<file path="config.mk">
export PLATFORM = sky130hd
export DESIGN_NAME = multicycle_control_unit
export DESIGN_NICKNAME = d
export VERILOG_FILES = /design/src/rtl/multicycle_control_unit.sv
export SDC_FILE = /design/constraint.sdc
export NUM_CORES = 1
export LEC_CHECK = 0
export ABC_AREA = 1
export BUFFER_PORTS_ARGS = -buffer_cell sky130_fd_sc_hd__buf_2
export CAP_MARGIN = 40
export CORE_ASPECT_RATIO = 0.8
export CORE_MARGIN = 3
export CORE_UTILIZATION = 30
export DETAILED_ROUTE_END_ITERATION = 12
export PLACE_DENSITY_LB_ADDON = 0.15
export SYNTH_ARGS = -nofsm -noshare
export SYNTH_HDL_FRONTEND = slang
export SYNTH_SLANG_ARGS = --single-unit
</file>
<file path="constraint.sdc">
create_clock -name clk -period 3.95 [get_ports clk]
set_input_delay 0.1975 -clock clk [delete_from_list [all_inputs] [get_ports clk]]
set_output_delay 0.1975 -clock clk [all_outputs]
set_load 0.03 [all_outputs]
</file>
<file path="src/rtl/multicycle_control_unit.sv">
// Multi-cycle control FSM for the shared-memory RV32I datapath.
// The FSM sequences FETCH, DECODE, EXEC, MEM and WB, stalls on the memory ready handshake,
// and counts retired instructions. The control outputs are decoded combinationally from
// the state and the registered instruction class, and are forced low while reset is high.
module multicycle_control_unit #(
    parameter int unsigned ALUOP_W  = 2,
    parameter int unsigned CNT_W    = 32,
    parameter int unsigned MEM_WAIT = 1
) (
    input  logic               clk,
    input  logic               reset,
    input  logic [6:0]         opcode,
    input  logic               zero,
    input  logic               mem_ready,
    output logic               PCWrite,
    output logic               PCSrc,
    output logic               IRWrite,
    output logic               IorD,
    output logic               ALUSrc,
    output logic               MemToReg,
    output logic               RegWrite,
    output logic               MemRead,
    output logic               MemWrite,
    output logic               Branch,
    output logic [ALUOP_W-1:0] ALUop,
    output logic               illegal,
    output logic [2:0]         state,
    output logic [CNT_W-1:0]   instret
);

    typedef enum logic [2:0] {
        StFetch  = 3'd0,
        StDecode = 3'd1,
        StExec   = 3'd2,
        StMem    = 3'd3,
        StWb     = 3'd4
    } state_e;

    typedef enum logic [2:0] {
        ClsR  = 3'd0,
        ClsI  = 3'd1,
        ClsLd = 3'd2,
        ClsSt = 3'd3,
        ClsBr = 3'd4
    } cls_e;

    localparam logic [6:0] OpR  = 7'b0110011;
    localparam logic [6:0] OpI  = 7'b0010011;
    localparam logic [6:0] OpLd = 7'b0000011;
    localparam logic [6:0] OpSt = 7'b0100011;
    localparam logic [6:0] OpBr = 7'b1100011;

    state_e           state_q;
    cls_e             cls_q;
    logic [CNT_W-1:0] instret_q;

    logic             ready;
    logic             dec_legal;
    cls_e             dec_cls;

    // With MEM_WAIT = 0 the memory always completes in one cycle.
    assign ready = (MEM_WAIT == 0) || mem_ready;

    // Classify the opcode presented during DECODE.
    always_comb begin
        dec_legal = 1'b1;
        dec_cls   = ClsR;
        case (opcode)
            OpR:     dec_cls = ClsR;
            OpI:     dec_cls = ClsI;
            OpLd:    dec_cls = ClsLd;
            OpSt:    dec_cls = ClsSt;
            OpBr:    dec_cls = ClsBr;
            default: dec_legal = 1'b0;
        endcase
    end

    // State sequencing, class capture and the retired-instruction counter.
    always_ff @(posedge clk) begin
        if (reset) begin
            state_q   <= StFetch;
            cls_q     <= ClsR;
            instret_q <= '0;
        end else begin
            case (state_q)
                StFetch: begin
                    if (ready) state_q <= StDecode;
                end
                StDecode: begin
                    if (dec_legal) begin
                        cls_q   <= dec_cls;
                        state_q <= StExec;
                    end else begin
                        state_q <= StFetch;
                    end
                end
                StExec: begin
                    case (cls_q)
                        ClsBr: begin
                            state_q   <= StFetch;
                            instret_q <= instret_q + CNT_W'(1);
                        end
                        ClsLd, ClsSt: state_q <= StMem;
                        default:      state_q <= StWb;
                    endcase
                end
                StMem: begin
                    if (ready) begin
                        if (cls_q == ClsLd) begin
                            state_q <= StWb;
                        end else begin
                            state_q   <= StFetch;
                            instret_q <= instret_q + CNT_W'(1);
                        end
                    end
                end
                StWb: begin
                    state_q   <= StFetch;
                    instret_q <= instret_q + CNT_W'(1);
                end
                // Codes 5-7 cannot be reached; recover to FETCH.
                default: state_q <= StFetch;
            endcase
        end
    end

    // Datapath enables; everything is held low while reset is asserted so a stalled write
    // is withdrawn in the same cycle reset rises.
    always_comb begin
        PCWrite  = 1'b0;
        PCSrc    = 1'b0;
        IRWrite  = 1'b0;
        IorD     = 1'b0;
        ALUSrc   = 1'b0;
        MemToReg = 1'b0;
        RegWrite = 1'b0;
        MemRead  = 1'b0;
        MemWrite = 1'b0;
        Branch   = 1'b0;
        ALUop    = '0;
        illegal  = 1'b0;
        if (!reset) begin
            case (state_q)
                StFetch: begin
                    MemRead = 1'b1;
                    if (ready) begin
                        IRWrite = 1'b1;
                        PCWrite = 1'b1;
                    end
                end
                StDecode: begin
                    illegal = !dec_legal;
                end
                StExec: begin
                    case (cls_q)
                        ClsR: begin
                            ALUop = ALUOP_W'(2'b10);
                        end
                        ClsI: begin
                            ALUSrc = 1'b1;
                            ALUop  = ALUOP_W'(2'b11);
                        end
                        ClsLd, ClsSt: begin
                            ALUSrc = 1'b1;
                        end
                        ClsBr: begin
                            ALUop   = ALUOP_W'(2'b01);
                            Branch  = 1'b1;
                            PCSrc   = 1'b1;
                            PCWrite = zero;
                        end
                        default: ;
                    endcase
                end
                StMem: begin
                    IorD     = 1'b1;
                    MemRead  = (cls_q == ClsLd);
                    MemWrite = (cls_q == ClsSt);
                end
                StWb: begin
                    RegWrite = 1'b1;
                    MemToReg = (cls_q == ClsLd);
                end
                default: ;
            endcase
        end
    end

    assign state   = state_q;
    assign instret = instret_q;

endmodule
</file>
=== After elaboration in Yosys (flattened, before gate mapping) ===
Cells that the tools add are included.

* Flip-flop bits (word level): 38
* Input port bits: 11
* Output and inout port bits: 48
* Word-level logic and storage cells: 70

* $add $sub $neg: 1
* Equal/unequal tests: 17
* Multiplexer cells: 39
* Reductions and logical operators: 10

{| class="wikitable"
|+ Operators with widths
! cell !! number
|-
| $mux 32 || 3
|-
| $pmux 32 s3 || 1
|-
| $add 32x1->32 const B || 1
|-
| $pmux 3 s4 || 2
|-
| $mux 1 || 23
|-
| $eq 7x6->1 const B || 2
|-
| $eq 3x2->1 const B || 4
|-
| $mux 3 || 3
|-
| $ne 2x2->1 const B || 4
|-
| $eq 7x2->1 const B || 1
|-
| $eq 7x5->1 const B || 1
|-
| $eq 7x7->1 const B || 1
|-
| $eq 3x1->1 const B || 2
|-
| $eq 3x3->1 const B || 2
|-
| $logic_not 3->1 || 2
|-
| $mux 2 || 3
|-
| $pmux 2 s3 || 1
|-
| $pmux 3 s2 || 1
|-
| $reduce_or 5->1 || 1
|-
| $pmux 1 s2 || 2
|-
| $reduce_and 2->1 || 2
|-
| $reduce_and 4->1 || 1
|-
| $reduce_bool 3->1 || 1
|-
| $reduce_or 3->1 || 1
|-
| other kinds (2) || 2
|}

=== Longest topological paths before layout ===
* Word-level depth: 6
* Mapped depth: 11
* Depth with buffers taken out: 10

=== Worst setup path after synthesis ===
Ideal clock, no wire load.

* Path type: reg2out
* Start point: register state_q[1] (netlist: state[1])
* End point: output ALUSrc
* Data arrival time: 2175 ps
* Setup slack: 1578 ps
* Cell stages (with the launch flop): 7
* Path buffers: 0
* Path through: dfxtp_1 -> nand2_1 -> nor2_2 -> nand2_1 -> nor3_1 -> nand2_1 -> o21ai_0

* Longest elaborated chain between the ends: 3

{| class="wikitable"
|+ RTL lines
! item !! RTL line !! source
|-
| from (decl) || 53 || <nowiki>state_e state_q;</nowiki>
|-
| from (signal assigned) || 81 || <nowiki>state_q <= StFetch;</nowiki>
|-
| from (signal assigned) || 87 || <nowiki>if (ready) state_q <= StDecode;</nowiki>
|-
| from (signal assigned) || 92 || <nowiki>state_q <= StExec;</nowiki>
|-
| $eq 3x2->1 || 143 || <nowiki>case (state_q)</nowiki>
|-
| $mux 1 || 143 ||
|-
| $mux 1 || 142 || <nowiki>if (!reset) begin</nowiki>
|-
| to (decl) || 19 || <nowiki>output logic ALUSrc,</nowiki>
|}

Every way passes these cells.

=== Worst setup path after layout ===
* Start point: input reset
* End point: output ALUop[0]

* Longest elaborated chain between the ends: 1

{| class="wikitable"
|+ RTL lines
! item !! RTL line !! source
|-
| from (decl) || 11 || <nowiki>input logic reset,</nowiki>
|-
| $mux 2 || 142 ||
|-
| to (decl) || 25 || <nowiki>output logic [ALUOP_W-1:0] ALUop,</nowiki>
|}

Every way passes these cells.

==> out/results.txt <==
Tcrit/Tclk final -> 51.5%
Util after Layout -> 37.4%
# Max-Cap Violations -> 0
Cts bufs inserted -> 5
Critical Path End -> ALUop[0]
Worst Path Required -> 3.75 ns
Reg-to-Reg End -> instret[0]
Fin. max-slew vios -> 0
Crit path largest cell delay -> 0.50 ns
Final WL -> 6630 µm
Setup Total Neg Slack -> 0 ns
Remaining antenna violation count -> 0
GP Congestion -> 0.829
Yosys reg bits -> 38
Row cnt -> 28
Postcts setup bufs -> 0
Die span in x -> 105 µm
Core area -> 0.00753 mm²
DP HPWL -> 5100 µm
Worst Setup SP -> reset
Synth warnings -> 0
Skew-Pair Late Insertion Delay -> 0.30 ns
Routed length on met1 -> 3580 µm
Count of cell types in the netlist -> 28
Top Ports -> 59
Vias in the first global route -> 2,374
Critical path type -> in -> out
Slowest cell on the critical path -> inv_1
Final nets -> 452
Starting Density -> 31.4%
Share of layout cells above drive strength 1 -> 17.9%
R2R depth -> 9
Clock root buffer -> clkbuf_8
Post-cts resize count -> 0
DRC errors left -> 0
Min-Delay Path Class -> in -> reg
Syn Inst Count -> 386
Arr. time, crit path -> 1.84 ns
H-tree levels -> 2
Largest net degree at the start of global routing -> 53
Input/output buffers -> 58
Pwr dens -> 273 mW/mm²
Initial antenna violation count -> 0
First DRT Iteration DRCs -> 94
Net count after synthesis -> 398
RSZ-0062 raised after global routing -> false
Post-route minimum period -> 2.03 ns
Clock sink count -> 38
Syn Area/Cell -> 6.13 µm²
CP Capture Type -> output port
Via count -> 2,507
Rel. slew slack -> 58.8%
Final hold vios -> 0
Antenna diode count -> 0
Max layer used -> met4
Wire length per cell -> 12.1 µm
DR vias/cell -> 4.59
VDD IR max -> 113 µV
Crit path max fanout -> 32
# hold bufs at CTS -> 0
GRT Util Overall -> 15.0%
First-pass DRT Iterations -> 5
Setup violators final -> 0
Peak Freq -> 0.492 GHz
Die Y -> 85.4 µm
Sequential share of the synthesized area -> 32.2%
Clock Path Buffers -> 2
Metal3 WL -> 270 µm
Post-Synthesis Cell Area -> 0.00237 mm²
Leakage power -> 1.17 nW
CP Launch Type -> input pin
CTS tree -> done
Hold Path Depth -> 4
RR Startpoint -> state[2]
Worst slew pin tran -> 0.618 ns
Clock Skew -> 0.00736 ns
Status -> completed
Worst R2R Setup Slack -> 2.05 ns
Clock transition at path regs -> 0.08 ns
Layout overhead on the synthesized area -> 19.1%
Full die area -> 0.00899 mm²
Gr ovfl total -> 0
First-pass GRT wire length -> 11,000 µm
CP Cell Sequence -> buf_2 -> inv_1 -> nand2_1 -> nor3_1 -> nand2_1 -> o21ai_0 -> buf_2
WL met2 -> 2720 µm
[synthesized netlist by cell type]
library cell	count	area, µm²
a22oi_1	2	15.0
xor2_1	1	8.76
o21a_1	1	7.51
nor3_1	13	65.1
nor2_8	1	20.0
buf_4	3	22.5
nor2_2	3	18.8
dfxtp_1	38	761
nor4_1	2	12.5
buf_6	4	45.0
a211oi_1	1	7.51
nand4_1	11	68.8
clkbuf_1	4	15.0
xnor2_1	7	61.3
nand3_1	35	175
nor2_1	66	248
o211ai_1	1	7.51
nand2_2	3	18.8
nand2_4	1	11.3
inv_1	43	161
nand3b_1	2	15.0
nand2_1	107	402
a21oi_1	24	120
ha_1	1	12.5
nand3_2	2	20.0
inv_2	3	11.3
o21ai_1	2	10.0
o21ai_0	5	25.0
[power breakdown]
part / switching [mW] / total [mW] / internal [mW]
Sequential: 0.00195 / 0.386 / 0.384
Clock: 0.153 / 0.341 / 0.188
Combinational: 0.0301 / 0.0432 / 0.0131
[state kept, by name, summed over array words and instances, names as in the netlist]
name	count
state	3
instret	32
cls_q	3
[worst max-delay path, delay by kind of cell]
kind / cells / cell delay (ns)
AOI/OAI and AO/OA: 1 / 0.09
buffers and inverters: 3 / 1.02
and+or+nand+nor: 3 / 0.52
[placed cells by master (no fill, tap or decap), types with 7 or more instances in the layout]
cell type	count
a21oi_1	24
buf_2	58
dfxtp_1	38
inv_1	43
nand2_1	107
nand3_1	35
nand4_1	11
nor2_1	66
nor3_1	13
xnor2_1	7
[cells by family after synthesis]
kind of cell               after synthesis  synth area share, %
and+or+nand+nor                        246                 45.4
buffers and inverters                   57                 10.8
DFF                                     38                 32.2
AOI/OAI and AO/OA                       36                 8.14
xor gates and xnor gates                 8                 2.96
adders and majority gates                1                0.529
[per-layer routing]
layer | vias to the layer above | GRT usage, %
met5 | - | 0
met4 | 0 | 3.93
met3 | 8 | 3.04
met2 | 43 | 23.0
met1 | 1117 | 21.4
li1 | 1339 | -
[through the flow]
stage	hold WS [ns]	std cells	cell area, µm²	power, mW	worst slack (ns)
finish	0.228	546	2820	0.770	1.92
global route	0.240	546	2820	0.801	1.66
CTS	0.220	546	2820	0.779	2.00
detailed placement	0.479	538	2710	0.438	2.00
global placement	0.482	538	2710	0.438	2.02
floorplan	0.362	386	2370	0.424	1.58
[final cells by class]
cell class,count,area (µm²)
clock buffers,5,68.8
clock inverters,3,45.0
fillers,845,4710
inverters,46,173
multi-input cells,291,1350
flip-flops and latches,38,761
well taps,105,131
repair buffers,58,290
[worst min-delay path by stage]
stage,startpoint,to
finish,opcode[4],cls_q[1]
global route,opcode[4],cls_q[1]
CTS,opcode[4],cls_q[1]
detailed placement,instret[5],instret[5]
global placement,instret[5],instret[5]
floorplan,opcode[6],cls_q[2]
No activity file was read; power rests on OpenSTA's default activity.
